==> config.mk <==
export PLATFORM = sky130hd
export DESIGN_NAME = register_file_sb
export DESIGN_NICKNAME = d
export VERILOG_FILES = /design/src/rtl/register_file_sb.sv
export SDC_FILE = /design/constraint.sdc
export NUM_CORES = 2
export LEC_CHECK = 0
export BUFFER_PORTS_ARGS = -buffer_cell sky130_fd_sc_hd__buf_4
export CAP_MARGIN = 5
export CORE_MARGIN = 8
export CORE_UTILIZATION = 50
export CTS_CLUSTER_SIZE = 8
export DETAILED_ROUTE_END_ITERATION = 8
export PLACE_DENSITY = 0.63
export SLEW_MARGIN = 5
export SYNTH_ARGS = -nofsm -noshare
export SYNTH_HDL_FRONTEND = slang
export SYNTH_SLANG_ARGS = --single-unit
==> constraint.sdc <==
create_clock -name clk -period 15.7 [get_ports clk]
set_input_delay 1.57 -clock clk [delete_from_list [all_inputs] [get_ports clk]]
set_output_delay 1.57 -clock clk [all_outputs]
set_load 0.02 [all_outputs]
==> src/rtl/register_file_sb.sv <==
// Register file with two read ports, primary/secondary write ports, optional
// write-to-read bypass and a per-register scoreboard that raises the issue stall.
module register_file_sb #(
    parameter int DATA_WIDTH = 32,
    parameter int DEPTH      = 32,
    parameter int ADDR_WIDTH = 5,
    parameter int BYPASS     = 1
) (
    input  logic                  clk,
    input  logic                  rst,
    input  logic [ADDR_WIDTH-1:0] rd_addr_a,
    input  logic [ADDR_WIDTH-1:0] rd_addr_b,
    input  logic                  rd_use_a,
    input  logic                  rd_use_b,
    output logic [DATA_WIDTH-1:0] rd_data_a,
    output logic [DATA_WIDTH-1:0] rd_data_b,
    output logic                  rd_pend_a,
    output logic                  rd_pend_b,
    input  logic                  we_p,
    input  logic [ADDR_WIDTH-1:0] wa_p,
    input  logic [DATA_WIDTH-1:0] wd_p,
    input  logic                  we_s,
    input  logic [ADDR_WIDTH-1:0] wa_s,
    input  logic [DATA_WIDTH-1:0] wd_s,
    input  logic                  issue_valid,
    input  logic                  issue_wen,
    input  logic [ADDR_WIDTH-1:0] issue_addr,
    output logic                  stall,
    output logic [ADDR_WIDTH:0]   busy_count
);

    // Storage spans the full address space so every index is exactly in range;
    // entries at or above DEPTH are never written and stay zero.
    localparam int NREG = 2 ** ADDR_WIDTH;
    localparam bit BYP  = (BYPASS != 0);

    logic [DATA_WIDTH-1:0] regs [NREG];
    logic [NREG-1:0]       pending;
    logic [NREG-1:0]       pending_nx;
    logic [NREG-1:0]       clr;
    logic [NREG-1:0]       set_v;
    logic [ADDR_WIDTH:0]   count_nx;
    logic                  vp;
    logic                  vs;
    logic                  waw;

    function automatic logic in_range(input logic [ADDR_WIDTH-1:0] a);
        return (a != '0) && (int'(a) < DEPTH);
    endfunction

    assign vp = we_p && in_range(wa_p);
    assign vs = we_s && in_range(wa_s);

    always_comb begin
        clr = '0;
        for (int r = 1; r < NREG; r++) begin
            clr[r] = (vp && (int'(wa_p) == r)) || (vs && (int'(wa_s) == r));
        end
    end

    // Primary write takes precedence over secondary when both hit the read address.
    always_comb begin
        rd_data_a = '0;
        rd_data_b = '0;
        if (in_range(rd_addr_a)) begin
            if (BYP && vp && (wa_p == rd_addr_a))      rd_data_a = wd_p;
            else if (BYP && vs && (wa_s == rd_addr_a)) rd_data_a = wd_s;
            else                                       rd_data_a = regs[rd_addr_a];
        end
        if (in_range(rd_addr_b)) begin
            if (BYP && vp && (wa_p == rd_addr_b))      rd_data_b = wd_p;
            else if (BYP && vs && (wa_s == rd_addr_b)) rd_data_b = wd_s;
            else                                       rd_data_b = regs[rd_addr_b];
        end
    end

    assign rd_pend_a = in_range(rd_addr_a) && pending[rd_addr_a] && !(BYP && clr[rd_addr_a]);
    assign rd_pend_b = in_range(rd_addr_b) && pending[rd_addr_b] && !(BYP && clr[rd_addr_b]);
    assign waw       = issue_wen && pending[issue_addr] && !clr[issue_addr];
    assign stall     = issue_valid && ((rd_use_a && rd_pend_a) || (rd_use_b && rd_pend_b) || waw);

    // A new producer supersedes a completing one, so set wins over clear.
    always_comb begin
        set_v      = '0;
        pending_nx = '0;
        count_nx   = '0;
        for (int r = 1; r < NREG; r++) begin
            set_v[r]      = issue_valid && issue_wen && !stall && in_range(issue_addr)
                            && (int'(issue_addr) == r);
            pending_nx[r] = set_v[r] || (pending[r] && !clr[r]);
            count_nx      = count_nx + (ADDR_WIDTH+1)'(pending_nx[r]);
        end
    end

    always_ff @(posedge clk) begin
        if (rst) begin
            for (int r = 0; r < NREG; r++) begin
                regs[r] <= '0;
            end
            pending    <= '0;
            busy_count <= '0;
        end else begin
            if (vs) regs[wa_s] <= wd_s;
            if (vp) regs[wa_p] <= wd_p;
            pending    <= pending_nx;
            busy_count <= count_nx;
        end
    end

endmodule
Word-level counts from Yosys, hierarchy flattened --
Memories as Yosys holds them, arrays and structs flattened. Index checks and enable logic that the tools add are counted.
Storage, ports and cells: register bits 38, bits in writable memories 1024, word-level logic and storage cells 414, memories 1
Memories:
- regs | depth 32, width 32, rd ports 2, clocked after Yosys merged registers in 0, write ports 32, line 37 | logic [DATA_WIDTH-1:0] regs [NREG];
Operators by class: add/sub/neg operators 30, order comparisons 3, equal/unequal tests 97, mux-type cells 32, reduce and logical (&&, ||, !) cells 248
Operator list (number):
- $mux 32 | 8
- $eq 5x5->1 const B | 48
- $add 6x1->6 | 25
- $logic_and 1x1->1 | 142
- $eq 5x4->1 const B | 24
- $logic_or 1x1->1 | 64
- $reduce_or 32->1 | 2
- $eq 5x3->1 const B | 12
- $logic_not 1->1 | 35
- $bmux 1 s5 | 6
- $eq 5x2->1 const B | 6
- $reduce_bool 5->1 | 5
- $eq 5x5->1 | 4
- $lt 5x6->1 const B | 3
- $mux 1 | 16
- $eq 5x1->1 const B | 3
- $mux 5 | 2
- $add 5x1->6 | 1
- $add 4x1->5 | 1
- $add 3x1->4 | 1
- $add 2x1->3 | 1
- $add 1x1->2 | 1

Depth between registers and ports, before layout --
depth after elaboration 47, mapped depth 28

Least setup slack after synthesis --
No wires, ideal clock.
kind input to register, start point input issue_addr[0], end point register busy_count[4], setup time 0.128 ns, arrival time 8.403 ns, required time 15.572 ns, slack 7.169 ns, stages on the path 23, path through buf_2 > mux4_2 > mux4_2 > a31o_2 > or4b_1 > buf_2 > buf_6 > o21a_1 > fa_1 > fa_1 > inv_1 > fa_1 > fa_1 > fa_1 > inv_1 > fa_1 > inv_1 > fa_1 > fa_1 > a21o_1 > a21oi_1 > xor2_1 > nor2_1
Between the ends: longest elaborated chain between the ends 41, elaborated cells on any way between the ends 136, classes of those cells add/sub (30); eq/ne (31); mux (4); reduce/logical (71)
RTL lines:
- start: declaration | line 27 | input logic [ADDR_WIDTH-1:0] issue_addr,
- $bmux 1 s5 | line 79 | assign waw = issue_wen && pending[issue_addr] && !clr[issue_addr];
- $mux 1 (not written as such) | line 79
- $logic_and 1x1->1 / $logic_not 1->1 (equally long branches) | line 79
- $logic_and 1x1->1 | line 79
- $logic_or 1x1->1 | line 80 | assign stall = issue_valid && ((rd_use_a && rd_pend_a) || (rd_use_b && rd_pend_b) || waw);
- $logic_and 1x1->1 | line 80
- $logic_not 1->1 | line 88 | set_v[r] = issue_valid && issue_wen && !stall && in_range(issue_addr)
- $logic_and 1x1->1 (2 in series) | line 88
- $logic_and 1x1->1 | line 89 | && (int'(issue_addr) == r);
- $logic_or 1x1->1 | line 90 | pending_nx[r] = set_v[r] || (pending[r] && !clr[r]);
- $add 1x1->2 | line 91 | count_nx = count_nx + (ADDR_WIDTH+1)'(pending_nx[r]);
- $add 2x1->3 | line 91
- $add 3x1->4 | line 91
- $add 4x1->5 | line 91
- $add 5x1->6 | line 91
- $add 6x1->6 (24 in series) | line 91
- $add 6x1->6 * | line 91
- end signal: assignment | line 106 | busy_count <= count_nx;
- end: declaration | line 29 | output logic [ADDR_WIDTH:0] busy_count
Mark *: on every way between the ends. The rest lies on a longest branch, timed or not. The select of a mux whose other input is x is not followed. A chain may end at the register's enable or synchronous reset.

Worst setup path in the final report --
start point input rd_addr_b[0], end point register busy_count[4]
Between the ends: longest elaborated chain between the ends 43, elaborated cells on any way between the ends 107, classes of those cells add/sub (30); mux (4); reduce/logical (73)
RTL lines:
- start: declaration | line 12 | input logic [ADDR_WIDTH-1:0] rd_addr_b,
- $bmux 1 s5 | line 78 | assign rd_pend_b = in_range(rd_addr_b) && pending[rd_addr_b] && !(BYP && clr[rd_addr_b]);
- $mux 1 (not written as such) | line 78
- $logic_and 1x1->1 / $logic_not 1->1 (equally long branches) | line 78
- $logic_and 1x1->1 * | line 78
- $logic_and 1x1->1 * | line 80
- $logic_or 1x1->1 * (2 in series) | line 80
- $logic_and 1x1->1 * | line 80
- $logic_not 1->1 * | line 88
- [3 not listed]
- $logic_or 1x1->1 | line 90
- $add 1x1->2 | line 91
- $add 2x1->3 | line 91
- $add 3x1->4 | line 91
- $add 4x1->5 | line 91
- $add 5x1->6 | line 91
- $add 6x1->6 (24 in series) | line 91
- $add 6x1->6 * | line 91
Marked as above.

==> impl_metrics.toml <==
[power_and_ir_drop]
switching_power_w = 0.00201
p_total_w = 0.00749
max-vdd-ir-drop_mv = 0.120
swShare_pct = 26.8
combPwrFrac_pct = 15.3
seq_power_share_pct = 45.0
power_density_nw_per_um2 = 106
intPower_w = 0.00548
leakage_nw = 23.9
p_clk_share_pct = 39.7

[clock_network]
cts.sink_count = 1061
cts_resized = 0
clk-insertion-delay-late_ns = 0.78
path_clk_slew_ns = 0.05
cts_buffers = 151
post_cts_buffers = 0
cts_tree = "done"
clock_path_buffers = 3
cts-root-buf = "clkbuf_16"
htreeDepth = 4
hold_buffers = 0

[place]
gp_congestion = 0.926
place_area_sq_um = 66800
dp.cells = 5682
port_buffers = 169
hpwl_mm = 142

[global_routing]
grt_max_degree = 98
grtUsageTotal_pct = 37.2
grt_pass1_wl_mm = 370
overflow = 0
grt_pass1_vias = 47900
antenna_found_initial = 9

[routing]
highest_layer = "met5"
routed_wl_mm = 269
drc = 0
vias_per_cell = 8.31
wl_met1_mm = 89.6
drtIter0Drc = 9360
drtPass1Iterations = 8
dr_wl_met3_mm = 41.0
drtAntennaViolNets = 0
wl_met2_mm = 118
dr_total_vias = 48700
drt-wirelength-per-cell_um = 45.9

[yosys]
seq_area_frac_synth_pct = 49.0
yosysUniqueCellTypes = 86
ys_warn_count = 0
synth_area_leaders = "edfxtp_1 (48%), mux4_2 (23%), a22o_1 (14%), clkbuf_1 (2.9%), dfxtp_1 (1.2%)"
async_flop_share_pct = 0
synth_area_sq_um = 64300
yosys-top-cells-count = "edfxtp_1 (1024), a22o_1 (1007), mux4_2 (664), clkbuf_1 (503), nor2_1 (181)"
syn_inst = 4361
synth_top_area_share_pct = 47.9
avgSynthCellArea_sq_um = 14.7
synth_edf_count = 1024
synth_most_common_cell = "edfxtp_1"
synth_ff_type = "edfxtp_1"
synth_top_cell_by_area = "edfxtp_1"
ys_ff_latch = 1061

[timing]
setup-tns-final_ns = 0
hold_viol_final = 0
setup-violations-final = 0
post-route-period-util_pct = 61.8
max_slew_margin_pct = 18.9
rsz0062_at_grt = "false"
clock_skew_ns = 0.00854
tightest_slew_ns = 1.21
period_minus_slack_ns = 9.70
timing.fmax_mhz = 103
slew_viol_final = 0

[worst_hold_path]
holdPathStages = 2
min_path_type = "register to register"
timing.hold.worst.start = "pending[7]"
hold_end = "pending[7]"

[critical_path]
critPathRequiredTime_ns = 16.33
reg2reg_from = "pending[10]"
start_kind = "input port"
timing.rr.end = "busy_count[4]"
r2r_cells = 22
endpoint_kind = "register"
ff2ff_setup_slack_ns = 8.01
arrival_ns = 10.33
worstPathMaxFanout = 62
critPathKind = "input port to register"

[cells_and_area]
seq_area_sq_um = 31500
fin_area_sq_um = 70900
fin_util_pct = 55.6
n_fill_cell = 10000
drive_above_1_share_pct = 30.8
final_nets = 4300
multi_input_area_sq_um = 30500
fin_cells = 5867
area_delta_synth_final_pct = 10.3

[floorplan]
ios = 170
dieArea_sq_um = 140000
floorplan.rows = 131
core_area_sq_um = 128000
fp.dieW_um = 374
start_util_pct = 50.4
die_h_um = 374

[job]
maxCapViolCount = 0

[status]
outcome = "completed"
## registers in the layout, indices dropped and copies added (netlist names)
signal,flops
regs,1024
pending,31
busy_count,6
## routing by layer
| layer | track usage [%] | vias up |
|---|---|---|
| li1 | - | 17900 |
| met1 | 46.7 | 24700 |
| met2 | 54.9 | 4828 |
| met3 | 13.3 | 1241 |
| met4 | 23.7 | 2 |
| met5 | 0.480 | - |
## power groups by stage
stage	Sequential, W	Clock [W]	Combinational [W]
detailed placement	0.00342	0	0.00112
global placement	0.00340	0	0.00112
floorplan	0.00339	0	0.000742
CTS	0.00336	0.00297	0.00113
finish	0.00337	0.00297	0.00115
global route	0.00338	0.00308	0.00118
## placed cells by master (no fill, tap or decap), drive strengths merged, types with 8 or more instances in the layout
| cell | instances |
|---|---|
| edfxtp | 1024 |
| a22o | 1007 |
| mux4 | 664 |
| buf | 332 |
| nor2 | 181 |
| clkbuf | 158 |
| a21oi | 83 |
| a211oi | 77 |
| mux2i | 67 |
| nand2 | 58 |
| nor3 | 54 |
| inv | 47 |
| dfxtp | 37 |
| conb | 32 |
| o22ai | 25 |
| fa | 23 |
| nand3 | 21 |
| nand2b | 21 |
| a22oi | 18 |
| nor2b | 16 |
| o221ai | 16 |
| o21ai | 15 |
| and2 | 14 |
| xor2 | 14 |
| xnor2 | 11 |
| o22a | 11 |
| diode | 10 |
| clkinv | 10 |
| nor4 | 9 |
| nand4b | 9 |
| a221oi | 8 |
| nand4 | 8 |
## worst max path at each step
| stage | from | to | slack, ns |
|---|---|---|---|
| 2_1_floorplan | issue_addr[0] | busy_count[4] | 7.17 |
| 3_3_place_gp | rd_addr_b[0] | busy_count[4] | 5.24 |
| 3_5_place_dp | rd_addr_a[0] | busy_count[4] | 5.22 |
| 4_1_cts | rd_addr_a[0] | busy_count[4] | 6.03 |
| 5_1_grt | rd_addr_a[0] | busy_count[4] | 5.52 |
| 6_report | rd_addr_b[0] | busy_count[4] | 6.00 |
## worst max-delay path, stage by stage
cell      delay, ns
buf_8          0.49
buf_4          0.79
mux4_2         0.60
mux4_2         0.47
o31ai_1        0.10
or3b_1         0.20
o211ai_2       0.14
or4b_1         0.82
o2bb2a_1       0.43
fa_1           0.55
inv_1          0.05
fa_1           0.46
fa_1           0.51
fa_1           0.44
fa_1           0.49
inv_1          0.05
fa_1           0.49
inv_1          0.05
fa_1           0.40
fa_1           0.47
a21o_1         0.19
a21oi_1        0.17
xor2_1         0.16
nor2_1         0.05
## metrics by stage
| step | hold WS, ns | worst slack, ns |
|---|---|---|
| final | 0.574 | 6.00 |
| after global routing | 0.601 | 5.52 |
| after CTS | 0.571 | 6.03 |
| after detailed placement | 0.564 | 5.22 |
| after global placement | 0.571 | 5.24 |
| after floorplan | 0.476 | 7.17 |
## final cells by class
| class | instances | share of cell area [%] |
|---|---|---|
| flip-flops and latches | 1061 | 44.4 |
| multi-input cells | 2587 | 43.0 |
| clock buffers | 158 | 5.43 |
| repair buffers | 332 | 3.64 |
| well taps | 1662 | 2.93 |
| clock inverters | 17 | 0.318 |
| inverters | 40 | 0.212 |
| diodes | 10 | 0.0353 |
## cells by family after synthesis
family,share of synthesized area (%)
buffers and inverters,4.62
adder cells (fa/ha/maj),0.853
AO/OA/AOI/OAI,17.3
multiplexers,24.4
AND/OR/NAND/NOR,3.55
other,0.00584
flip-flops,49.0
XOR/XNOR,0.341
Power figures use the tool's default switching activity.
